===== config.mk =====
export PLATFORM = sky130hd
export DESIGN_NAME = io_pipes_tx_arbiter
export DESIGN_NICKNAME = d
export VERILOG_FILES = /design/src/rtl/io_pipes_tx_arbiter_pkg.sv /design/src/rtl/io_pipe_skid_buf.sv /design/src/rtl/io_pipes_tx_arbiter.sv
export SDC_FILE = /design/constraint.sdc
export NUM_CORES = 1
export LEC_CHECK = 0
export CAP_MARGIN = 20
export CORE_AREA = 3 3 456 458
export CTS_BUF_LIST = sky130_fd_sc_hd__clkbuf_8 sky130_fd_sc_hd__clkbuf_16
export DETAILED_ROUTE_END_ITERATION = 7
export DIE_AREA = 0 0 459 461
export PLACE_DENSITY = 0.31
export SYNTH_ARGS = -nofsm -noshare
export SYNTH_HDL_FRONTEND = slang
export SYNTH_SLANG_ARGS = --single-unit
export TNS_END_PERCENT = 30

===== constraint.sdc =====
create_clock -name clk -period 6.65 [get_ports clk]
set_input_delay 0.9975 -clock clk [delete_from_list [all_inputs] [get_ports clk]]
set_output_delay 0.9975 -clock clk [all_outputs]
set_load 0.05 [all_outputs]

===== src/rtl/io_pipes_tx_arbiter_pkg.sv =====
// Shared types for the I/O-pipe egress arbiter: the beat carried through the
// output skid buffer and the arbiter state encoding.
package io_pipes_tx_arbiter_pkg;

  localparam int IO_NUM_CHAN = 16;
  localparam int IO_DATA_W   = 64;
  localparam int IO_CHAN_W   = $clog2(IO_NUM_CHAN);

  typedef struct packed {
    logic [IO_DATA_W-1:0] data;
    logic                 sop;
    logic                 eop;
    logic [IO_CHAN_W-1:0] chan;
  } t_io_pipe_beat;

  typedef enum logic {
    IDLE   = 1'b0,
    LOCKED = 1'b1
  } t_io_arb_state;

endpackage


===== src/rtl/io_pipe_skid_buf.sv =====
// Two-entry skid buffer decoupling the arbiter from downstream backpressure.
// full/empty are registered so the upstream ready never depends on out_ready.
module io_pipe_skid_buf
  import io_pipes_tx_arbiter_pkg::*;
#(
  parameter int WIDTH = $bits(t_io_pipe_beat)
) (
  input  logic             clk,
  input  logic             reset,
  input  logic             push,
  input  logic [WIDTH-1:0] push_data,
  input  logic             pop,
  output logic [WIDTH-1:0] head,
  output logic             full,
  output logic             empty
);

  logic [WIDTH-1:0] mem [2];
  logic             wr_ptr;
  logic             rd_ptr;
  logic [1:0]       count;
  logic [1:0]       count_nxt;
  logic             do_push;
  logic             do_pop;

  assign do_push = push && !full;
  assign do_pop  = pop && !empty;
  assign head    = mem[rd_ptr];

  always_comb begin
    count_nxt = count;
    if (do_push && !do_pop) begin
      count_nxt = count + 2'd1;
    end else if (!do_push && do_pop) begin
      count_nxt = count - 2'd1;
    end
  end

  always_ff @(posedge clk) begin
    if (reset) begin
      mem[0] <= '0;
      mem[1] <= '0;
      wr_ptr <= 1'b0;
      rd_ptr <= 1'b0;
      count  <= 2'd0;
      full   <= 1'b0;
      empty  <= 1'b1;
    end else begin
      if (do_push) begin
        mem[wr_ptr] <= push_data;
        wr_ptr      <= ~wr_ptr;
      end
      if (do_pop) begin
        rd_ptr <= ~rd_ptr;
      end
      count <= count_nxt;
      full  <= (count_nxt == 2'd2);
      empty <= (count_nxt == 2'd0);
    end
  end

endmodule


===== src/rtl/io_pipes_tx_arbiter.sv =====
// Packet-atomic round-robin merge of the per-channel I/O-pipe egress streams
// onto one shared stream, tagging each beat with its source channel.
module io_pipes_tx_arbiter
  import io_pipes_tx_arbiter_pkg::*;
#(
  parameter  int NUM_CHAN = IO_NUM_CHAN,
  parameter  int DATA_W   = IO_DATA_W,
  localparam int CHAN_W   = $clog2(NUM_CHAN)
) (
  input  logic                       clk,
  input  logic                       reset,
  input  logic [NUM_CHAN-1:0]        ch_enable,
  input  logic [NUM_CHAN-1:0]        in_valid,
  input  logic [NUM_CHAN*DATA_W-1:0] in_data,
  input  logic [NUM_CHAN-1:0]        in_sop,
  input  logic [NUM_CHAN-1:0]        in_eop,
  output logic [NUM_CHAN-1:0]        in_ready,
  output logic                       out_valid,
  output logic [DATA_W-1:0]          out_data,
  output logic                       out_sop,
  output logic                       out_eop,
  output logic [CHAN_W-1:0]          out_chan,
  input  logic                       out_ready,
  output logic                       busy,
  output logic                       sop_err
);

  localparam int BEAT_W = DATA_W + 2 + CHAN_W;

  // First requester strictly after 'last', wrapping; scanning downward lets
  // the closest candidate overwrite the farther ones.
  function automatic logic [CHAN_W-1:0] rr_pick(input logic [NUM_CHAN-1:0] req,
                                                input logic [CHAN_W-1:0]   last);
    logic [CHAN_W-1:0] pick;
    int                idx;
    pick = last;
    for (int k = NUM_CHAN; k >= 1; k--) begin
      idx = (int'(last) + k) % NUM_CHAN;
      if (req[idx]) begin
        pick = CHAN_W'(idx);
      end
    end
    return pick;
  endfunction

  t_io_arb_state     state;
  t_io_arb_state     state_nxt;
  logic [CHAN_W-1:0] grant;
  logic [CHAN_W-1:0] grant_nxt;
  logic [CHAN_W-1:0] last_grant;
  logic              first_beat;
  logic [NUM_CHAN-1:0] req;
  logic              accept;
  logic              frame_err;
  logic              skid_full;
  logic              skid_empty;
  logic [BEAT_W-1:0] push_beat;
  logic [BEAT_W-1:0] head_beat;

  assign req       = in_valid & ch_enable;
  assign accept    = (state == LOCKED) && in_valid[grant] && !skid_full;
  assign frame_err = accept && (first_beat != in_sop[grant]);
  assign push_beat = {in_data[int'(grant)*DATA_W +: DATA_W], in_sop[grant], in_eop[grant], grant};
  assign busy      = (state == LOCKED);

  always_comb begin
    state_nxt = state;
    grant_nxt = grant;
    case (state)
      IDLE: begin
        if (|req) begin
          state_nxt = LOCKED;
          grant_nxt = rr_pick(req, last_grant);
        end
      end
      LOCKED: begin
        if (accept && in_eop[grant]) begin
          state_nxt = IDLE;
        end
      end
      default: state_nxt = IDLE;
    endcase
  end

  always_comb begin
    in_ready = '0;
    if (state == LOCKED) begin
      in_ready[grant] = !skid_full;
    end
  end

  // last_grant starts at the top channel so channel 0 wins the first decision.
  always_ff @(posedge clk) begin
    if (reset) begin
      state      <= IDLE;
      grant      <= '0;
      last_grant <= CHAN_W'(NUM_CHAN - 1);
      first_beat <= 1'b0;
      sop_err    <= 1'b0;
    end else begin
      state   <= state_nxt;
      grant   <= grant_nxt;
      sop_err <= frame_err;
      if (state == IDLE && |req) begin
        last_grant <= grant_nxt;
        first_beat <= 1'b1;
      end else if (accept) begin
        first_beat <= 1'b0;
      end
    end
  end

  io_pipe_skid_buf #(
    .WIDTH(BEAT_W)
  ) u_skid (
    .clk      (clk),
    .reset    (reset),
    .push     (accept),
    .push_data(push_beat),
    .pop      (out_valid && out_ready),
    .head     (head_beat),
    .full     (skid_full),
    .empty    (skid_empty)
  );

  // Stale head contents are masked so idle outputs read as zero.
  assign out_valid = !skid_empty;
  assign {out_data, out_sop, out_eop, out_chan} = skid_empty ? '0 : head_beat;

endmodule


; ---- After elaboration in Yosys (flattened, before gate mapping)
; Memory sizes are Yosys's and may differ from the RTL's. A register that Yosys moved wholly into a read port is not among the register bits.
; Cells that the tools add are included.
[classes]
bitwise = 21
n_reduce_logical = 35
magnitude_cmp = 18
eq_ne = 2
addsub = 18
n_shift = 1
muxes = 93
[op_table]
columns = op, n
row1 = 1024-bit by 11-bit variable part select with 64-bit output, 1
row2 = 70-bit 2-to-1 mux, 2
row3 = 5-bit by 6-bit less-than comparator with 1-bit output (second input constant), 16
row4 = 1-bit binary-select mux with 4-bit select, 19
row5 = 4-bit 2-to-1 mux, 18
row6 = 70-bit OR reduction, 1
row7 = 4-bit OR reduction, 16
row8 = 1-bit 2-to-1 mux, 49
row9 = 4-bit adder (second input constant), 8
row10 = 16-bit bitwise AND, 2
row11 = 4-bit by 3-bit adder with 4-bit output (second input constant), 4
row12 = 1-bit bitwise AND (first input constant), 16
row13 = 16-bit 2-to-1 mux, 1
row14 = 16-bit OR reduction, 1
row15 = 1-bit logical AND, 11
row16 = 4-bit by 1-bit adder with 4-bit output (second input constant), 2
row17 = 4-bit by 2-bit adder with 4-bit output (second input constant), 2
row18 = 4-bit by 5-bit less-than comparator with 1-bit output (second input constant), 1
row19 = 1-bit demux with 4-bit select, 1
row20 = 4-bit by 1-bit >= comparator with 1-bit output (second input constant), 1
row21 = 1-bit zero test, 4
row22 = 2-bit 2-to-1 mux, 2
row23 = 1-bit NOT, 3
row24 = 2-bit by 1-bit adder with 2-bit output (second input constant), 1
row25 = 6 further kinds, 6
[totals]
input_bits = 1091
ff_bits = 17
out_inout_bits = 89
mem_count = 1
wordCells = 199
ramBits = 140
[mem_list]
columns = name, words, width, rd, rd_clocked_by_memory_dff, wr, line
row1 = u_skid.mem, 2, 70, 1, 1, 2, io_pipe_skid_buf.sv:18  ; logic [WIDTH-1:0] mem [2];

; ---- Longest topological paths before layout
; Gate-level depths: netlist of the first run.
[depth]
word_depth = 24
mapped_depth = 14
mapped_depth_nobuf = 11

; ---- By module
; Synthesis of the first run repeated with hierarchy kept, for this count alone.
[hier_totals]
cells_unflattened = 1301
area_unflattened_um2 = 17735.8
[modules_own_cells]
columns = module, cells_each, instances, seq_area_each_um2, area_per_inst_um2
row1 = io_pipes_tx_arbiter, 889, 1, 220.2, 11382.2
row2 = io_pipe_skid_buf, 412, 1, 4344.2, 6353.6

; ---- Least setup slack after synthesis of the first run
; Ideal clock, no wire load.
[synth_timing]
path_kind = input to register
startpoint = input in_valid[1]
endpoint = memory u_skid.mem[0][0] in the netlist's numbering, enable pin
arrival_time_ps = 4861
path_stages = 4
n_path_buf = 0
setup_slack_ps = 1276
setup_time_ps = 513
path_cell_list = mux4_2 mux4_2 nand2_2 o21bai_1
[synth_lines]
columns = element, line
row1 = "start, declared", io_pipes_tx_arbiter.sv:13  ; input logic [NUM_CHAN-1:0] in_valid,
row2 = "end, declared", io_pipe_skid_buf.sv:18

==> results.md, run 1 <==
- Grt ovf: 0
- Num CTS Buffers: 17
- Hold Path Class: flip-flop to flip-flop
- Worst VDD drop: 0.0002155 V
- Max-Cap Viols: 0
- Seq/Total Area, Yosys: 26.57%
- Clock tree buffer depth: 2
- Slew margin rel.: 36.17%
- Initial antenna violation count: 146
- Vias in the first global route: 18775
- Final wirelength: 165300 µm
- Max Fclk: 0.2362 GHz
- Clock sink count: 158
- Synth async-reset ratio: 0%
- Period utilisation layout: 63.68%
- Clock root cell: clkbuf_16
- Post-CTS Setup Bufs: 0
- Clock Latency Late Sink: 520 ps
- Fin. Hold Viols: 0
- Crit-path max FO: 29
- Yosys warning total: 0
- First-pass GRT wire length: 202900 µm
- WHS Path Cells: 2
- Total GRT Usage: 14.90%
- Setup WS pre-CTS: 1763 ps
- CTS resizes: 0
- Top_reg_cell synth: edfxtp_1
- Share of cells above drive strength 1: 18.70%
- Routed wire length per instance: 32.50 µm
- R2r setup slk: 2440 ps
- Min Tclk post-route: 4235 ps
- Clk_skew: 12.96 ps
- Antenna Violating Nets Remaining: 0
- Routed vias: 18098
- Hold EP: first_beat$_SDFFE_PP0P_
- H-tree Lvls: 4
- Setup TNS Final: 0 ps
- Vias per cell: 3.558
- HP Start: first_beat$_SDFFE_PP0P_
- Core area: 204400 µm²
- Cell Rows: 166
- DRT iter0 DRCs: 1272
- WP data arrival: 4400 ps
- Layout Nets: 3449
- Status: finished clean
- CP most frequent cell: mux4_2
- EDFF count, synth: 140
- Ports: 1180
- Most frequent cells in the layout: 1178 x clkdlybuf4s50_1, 354 x mux4_2, 140 x edfxtp_1
- DRT Pass-1 Iters: 5
- Worst path max stage delay: 640 ps
- Final Max Slew Viols: 0
- CP max stage cell: nor2_4
- Yosys reg bits: 158
- Effective utilization at floorplan: 8.405%
- TritonCTS clock tree: done
- Reg clk slew, reported paths: 80 ps
- Most common cell after layout, fill and taps aside: clkdlybuf4s50_1
- Endpoint class of the critical path: flip-flop
- Leakage Power: 0.01037 µW
- Die Area: 211600 µm²
- Cell area after synthesis: 17180 µm²
- Post-Synthesis Cells: 1261
- Startpoint Class: input port
- Fillers: 22676
- # DRC: 0
- Dpl hpwl: 142900 µm
- Area Overhead vs Synth: 90.83%
- Largest net degree at the start of global routing: 101
- Hold WS: 470.1 ps
- Reg2Reg Depth: 7
- Worst Slack Setup Final: 2415 ps
- Multi-input combinational cell area: 12030 µm²
- PD cells: 287.8 nW/µm²
- Crit. Startpoint: in_valid[11]
- Hold buffers post-CTS: 0
- FF-to-FF Start: grant[3]$_SDFF_PP0_
- CP Cell Sequence: clkdlybuf4s50_1 > mux4_2 > mux4_2 > nand2_2 > nor2_4 > nand2_1 > nand2b_4 > buf_4
- Port Buf Inserts: 1179
- Reg area: 4587 µm²
- RSZ-0062 raised after global routing: no
- Worst Tran Pin Value: 957.5 ps
- Worst Path Required: 6810 ps
- Die width: 459 µm
- Reg-to-reg critical path endpoint: u_skid.mem[1][46]$_SDFFCE_PN0P_
- Setup CP Type: input port to flip-flop
- Final setup viols: 0
- Final core occ: 16.04%
- DIE HEIGHT: 461 µm
- Mean cell area of the mapped netlist: 13.62 µm²
- Routability congestion estimate from global placement: 0.8163
- Syn Nets: 2359
- Distinct cells, synth: 60
logic make-up (layout without fill, tap and decap cells):
group / count (synthesis) / after routing / synth area share [%]
AO/OA/AOI/OAI: 100 / 100 / 3.846
XOR/XNOR: 23 / 23 / 1.173
adder cells (fa/ha/maj): 7 / 7 / 0.5098
buffers and inverters: 147 / 1250 / 3.613
flip-flops: 158 / 158 / 26.57
multiplexers: 463 / 463 / 53.70
other: 0 / 35 / 0
AND/OR/NAND/NOR: 363 / 363 / 10.59
worst max-delay path: cells and delay by family:
| kind | cells | cell delay (ps) |
|---|---|---|
| multiplexers | 2 | 580 |
| AND/OR/NAND/NOR | 4 | 1670 |
| buffers and inverters | 2 | 1080 |
flip-flops by register name (all words and copies together) (netlist names), named ones only:
register / flops
first_beat: 1
grant: 4
u_skid.count: 2
u_skid.full: 1
u_skid.mem: 140
u_skid.empty: 1
sop_err: 1
u_skid.rd_ptr: 1
last_grant: 4
u_skid.wr_ptr: 1
busy: 1
worst max-delay path by stage:
stage | endpoint | slack, ps | cells past startpoint
2_1_floorplan | u_skid.mem[0][0]$_SDFFCE_PN0P_ | 1280 | 4
4_1_cts | in_ready[0] | 2200 | 6
3_5_place_dp | u_skid.mem[1][49]$_SDFFCE_PN0P_ | 1760 | 8
3_3_place_gp | u_skid.mem[1][49]$_SDFFCE_PN0P_ | 1820 | 8
6_report | u_skid.mem[1][46]$_SDFFCE_PN0P_ | 2420 | 8
5_1_grt | u_skid.mem[1][53]$_SDFFCE_PN0P_ | 2030 | 7
layer usage:
metal	track usage, %	vias to the layer above	share of wire (%)
li1	-	7525	-
met1	17.95	9205	40
met2	23.56	1069	46
met3	6.896	213	11
met4	4.494	86	2.3
met5	0	-	0.35
synth_stat cells (2+ instances only):
cell type | number | area share, %
a22oi_1 | 2 | 0.087
o211ai_1 | 2 | 0.087
inv_1 | 8 | 0.17
nand2_1 | 53 | 1.2
o31ai_1 | 3 | 0.13
or2_1 | 2 | 0.073
and3_1 | 67 | 2.4
and2_1 | 72 | 2.6
nand3_1 | 17 | 0.50
xnor2_1 | 16 | 0.82
mux2i_1 | 92 | 5.4
mux4_1 | 9 | 1.4
dfxtp_1 | 18 | 2.1
nand4_1 | 4 | 0.15
mux2_2 | 7 | 0.46
xor2_1 | 7 | 0.36
nand2b_1 | 2 | 0.073
edfxtp_1 | 140 | 24
nor2_1 | 113 | 2.5
buf_12 | 2 | 0.23
a31oi_1 | 6 | 0.22
a21oi_1 | 27 | 0.79
nor3_1 | 19 | 0.55
o21ai_0 | 18 | 0.52
nor3b_1 | 2 | 0.087
mux4_2 | 354 | 46
inv_2 | 4 | 0.087
nor2b_1 | 7 | 0.25
o21bai_1 | 2 | 0.087
clkbuf_1 | 84 | 1.8
ha_1 | 7 | 0.51
o21a_1 | 6 | 0.26
o22ai_1 | 9 | 0.33
or3_1 | 2 | 0.073
buf_2 | 11 | 0.32
buf_1 | 34 | 0.74
o311ai_0 | 2 | 0.10
a21boi_0 | 3 | 0.13
a211oi_1 | 7 | 0.31
final cells by class:
cell class	count	share of cell area [%]
timing repair buffer	1205	36.82
multi-input combinational	956	36.69
sequential	158	13.99
tap	2688	10.26
clock buffer	17	1.298
clock inverter	15	0.5115
antenna	35	0.2672
inverter	13	0.1641
through the flow:
| stage | std cells | instance area (µm²) | total power [µW] |
|---|---|---|---|
| 6_report | 5087 | 32780 | 9435 |
| 5_1_grt | 5063 | 32720 | 9988 |
| 4_1_cts | 5051 | 32670 | 9675 |
| 3_5_place_dp | 5019 | 32080 | 8565 |
| 3_3_place_gp | 5019 | 32080 | 8605 |
| 2_1_floorplan | 1261 | 17180 | 5434 |
power by group:
part / switching, µW / internal (µW)
clock network: 534 / 503
registers: 262 / 1300
logic: 3850 / 2980
(Power assumes the default switching activity.)
==> inputs of run 2 (changes only) <==
Settings changed: CORE_AREA 3 3 456 458 to 3 3 455 457, DIE_AREA 0 0 459 461 to 0 0 458 460, PLACE_DENSITY 0.31 to 0.32.
Clock period 6.65 ns to 3.55 ns, I/O delays scaled along.
==> run 2 against run 1 <==
Sequential share of layout area shrank 0.38 points. First-iteration DRC count shrank 3.1%. Clock power grew 81%. Final cell count grew 1.9%. Wire length shrank 0.80%. Global-route usage grew 0.057 points. Via count grew 0.56%. Largest cell class unchanged.
==> results.md, run 2 (synthesis results as in run 1) <==
- Fillers: 22650
- R2r setup slk: 230 ps
- DIE HEIGHT: 460 µm
- Clock tree buffer depth: 2
- Top reg by flops: u_skid.mem
- FF-to-FF Start: last_grant[0]$_SDFFE_PP1P_
- Worst Tran Pin Value: 1010 ps
- HP Start: u_skid.count[1]$_SDFF_PP0_
- Worst VDD drop: 0.0003826 V
- Max-Cap Viols: 0
- Endpoint class of the critical path: flip-flop
- DRT Pass-1 Iters: 5
- Num CTS Buffers: 17
- Crit-path max FO: 7
- Final core occ: 16.52%
- Clock Latency Late Sink: 490 ps
- Worst Path Required: 3980 ps
- Initial antenna violation count: 138
- Ports: 1180
- Most frequent cells in the layout: 1135 x clkdlybuf4s50_1, 354 x mux4_2, 142 x buf_4
- Worst path max stage delay: 700 ps
- DP Area: 33040 µm²
- H-tree Lvls: 4
- Routed wire length per instance: 31.64 µm
- Startpoint Class: flip-flop
- Grt peak-use layer: met2
- Setup CP Type: flip-flop to flip-flop
- Top Registers: u_skid.mem (140), grant (4), last_grant (4)
- Port Buf Inserts: 1179
- CP Cell Sequence: inv_2 > ha_1 > xor2_1 > buf_4 > mux4_1 > mux2_2 > mux2i_1 > a311o_1 > a211oi_1 > o211ai_1 > a21oi_1
- Hold EP: u_skid.count[1]$_SDFF_PP0_
- Crit path buffers/inverters: 2
- Period utilisation layout: 93.53%
- TritonCTS clock tree: done
- Routed vias: 18200
- Clk_skew: 17.21 ps
- GR Layer Usage met2: 24.11%
- # DRC: 0
- Final instance area: 33690 µm²
- Grt ovf: 0
- DRT iter0 DRCs: 1233
- Share of cells above drive strength 1: 23.72%
- Status: finished clean
- Cell Rows: 166
- RSZ-0062 raised after global routing: no
- Final wirelength: 164000 µm
- Reg-to-reg critical path endpoint: grant[1]$_SDFF_PP0_
- Leakage Power: 0.01102 µW
- Slew margin rel.: 32.69%
- CP max stage cell: mux4_1
- Antenna Violating Nets Remaining: 0
- Dpl hpwl: 145000 µm
- Reg2Reg Depth: 11
- Crit. Startpoint: last_grant[0]$_SDFFE_PP1P_
- Largest net degree at the start of global routing: 75
- Core area: 204000 µm²
- Most common cell after layout, fill and taps aside: clkdlybuf4s50_1
- PD cells: 558.0 nW/µm²
- Hold Path Class: flip-flop to flip-flop
- WP data arrival: 3750 ps
- Clock sink count: 158
- Vias in the first global route: 19363
- Met1 Use GR: 18.91%
- Final Max Slew Viols: 0
- First-pass GRT wire length: 206000 µm
- Setup TNS Final: 0 ps
- Cell family with most CP delay: multiplexers
- Die Area: 210700 µm²
- Area Overhead vs Synth: 96.12%
- Layout Nets: 3551
- Hold WS: 495.8 ps
- WHS Path Cells: 2
- Max reg flops: 140
- Clock root cell: clkbuf_16
- Max Fclk: 0.3012 GHz
- Fin. Hold Viols: 0
- Routability congestion estimate from global placement: 0.8358
- Grt met3 use: 5.579%
- Total GRT Usage: 14.96%
- Effective utilization at floorplan: 8.422%
- Final setup viols: 0
- Reg clk slew, reported paths: 80 ps
- Min Tclk post-route: 3320 ps
- Vias per cell: 3.511
- Die width: 458 µm
-- run 2: changes by cell type in the layout (fill, tap and decap cells not counted), sizes merged --
cell	change
buf	+145
clkdlybuf4s50	-43
clkinv	-1
diode	-6
inv	+1
-- run 2: metrics by stage --
stage                     power (µW)  worst slack (ps)  std cells
after floorplan                10170            -408.6       1261
after global placement         17350            -54.82       5121
after detailed placement       17280            -43.10       5121
after CTS                      19310             112.8       5154
after global routing           19940             12.28       5166
final                          18800             229.7       5183
-- run 2: per-layer routing --
metal  part of all wire [%]  vias to the layer above
met5                   0.20                        -
met4                    1.7                       48
met3                    9.1                      191
met2                     46                     1024
met1                     43                     9206
li1                       -                     7731
-- run 2: final cells by class --
class	count	area [µm²]	area share, %
multi-input combinational	956	12030	35.70
clock buffer	17	425.4	1.263
tap	2688	3363	9.983
inverter	13	56.30	0.1671
sequential	158	4587	13.62
clock inverter	15	130.1	0.3863
antenna	29	72.57	0.2154
timing repair buffer	1307	13030	38.67
-- run 2: worst min-delay path, delay by kind of cell, from the launching register on --
family | cells | cell delay [ps]
DFF | 1 | 300
AOI/OAI and AO/OA | 1 | 80
and+or+nand+nor | 1 | 50
-- run 2: worst max path at each step --
| stage | slack [ps] | endpoint | cells after the start |
|---|---|---|---|
| final | 230 | grant[1]$_SDFF_PP0_ | 11 |
| after detailed placement | -40 | grant[1]$_SDFF_PP0_ | 10 |
| after global placement | -50 | grant[1]$_SDFF_PP0_ | 10 |
| after floorplan | -410 | u_skid.mem[1][0]$_SDFFCE_PN0P_ | 8 |
| after global routing | 10 | grant[1]$_SDFF_PP0_ | 11 |
| after CTS | 110 | in_ready[10] | 7 |
-- run 2: report_power, final --
part	total (µW)	switching, µW	internal [µW]
Sequential	2860	424	2440
Clock	1880	969	916
Combinational	14100	7790	6260
-- run 2: what timing repair did --
item / in CTS / in global routing
resized for setup: 0 / 0
hold buffers: 0 / 0
setup buffers: 1 / 0
setup endpoints to repair: 2 / 0
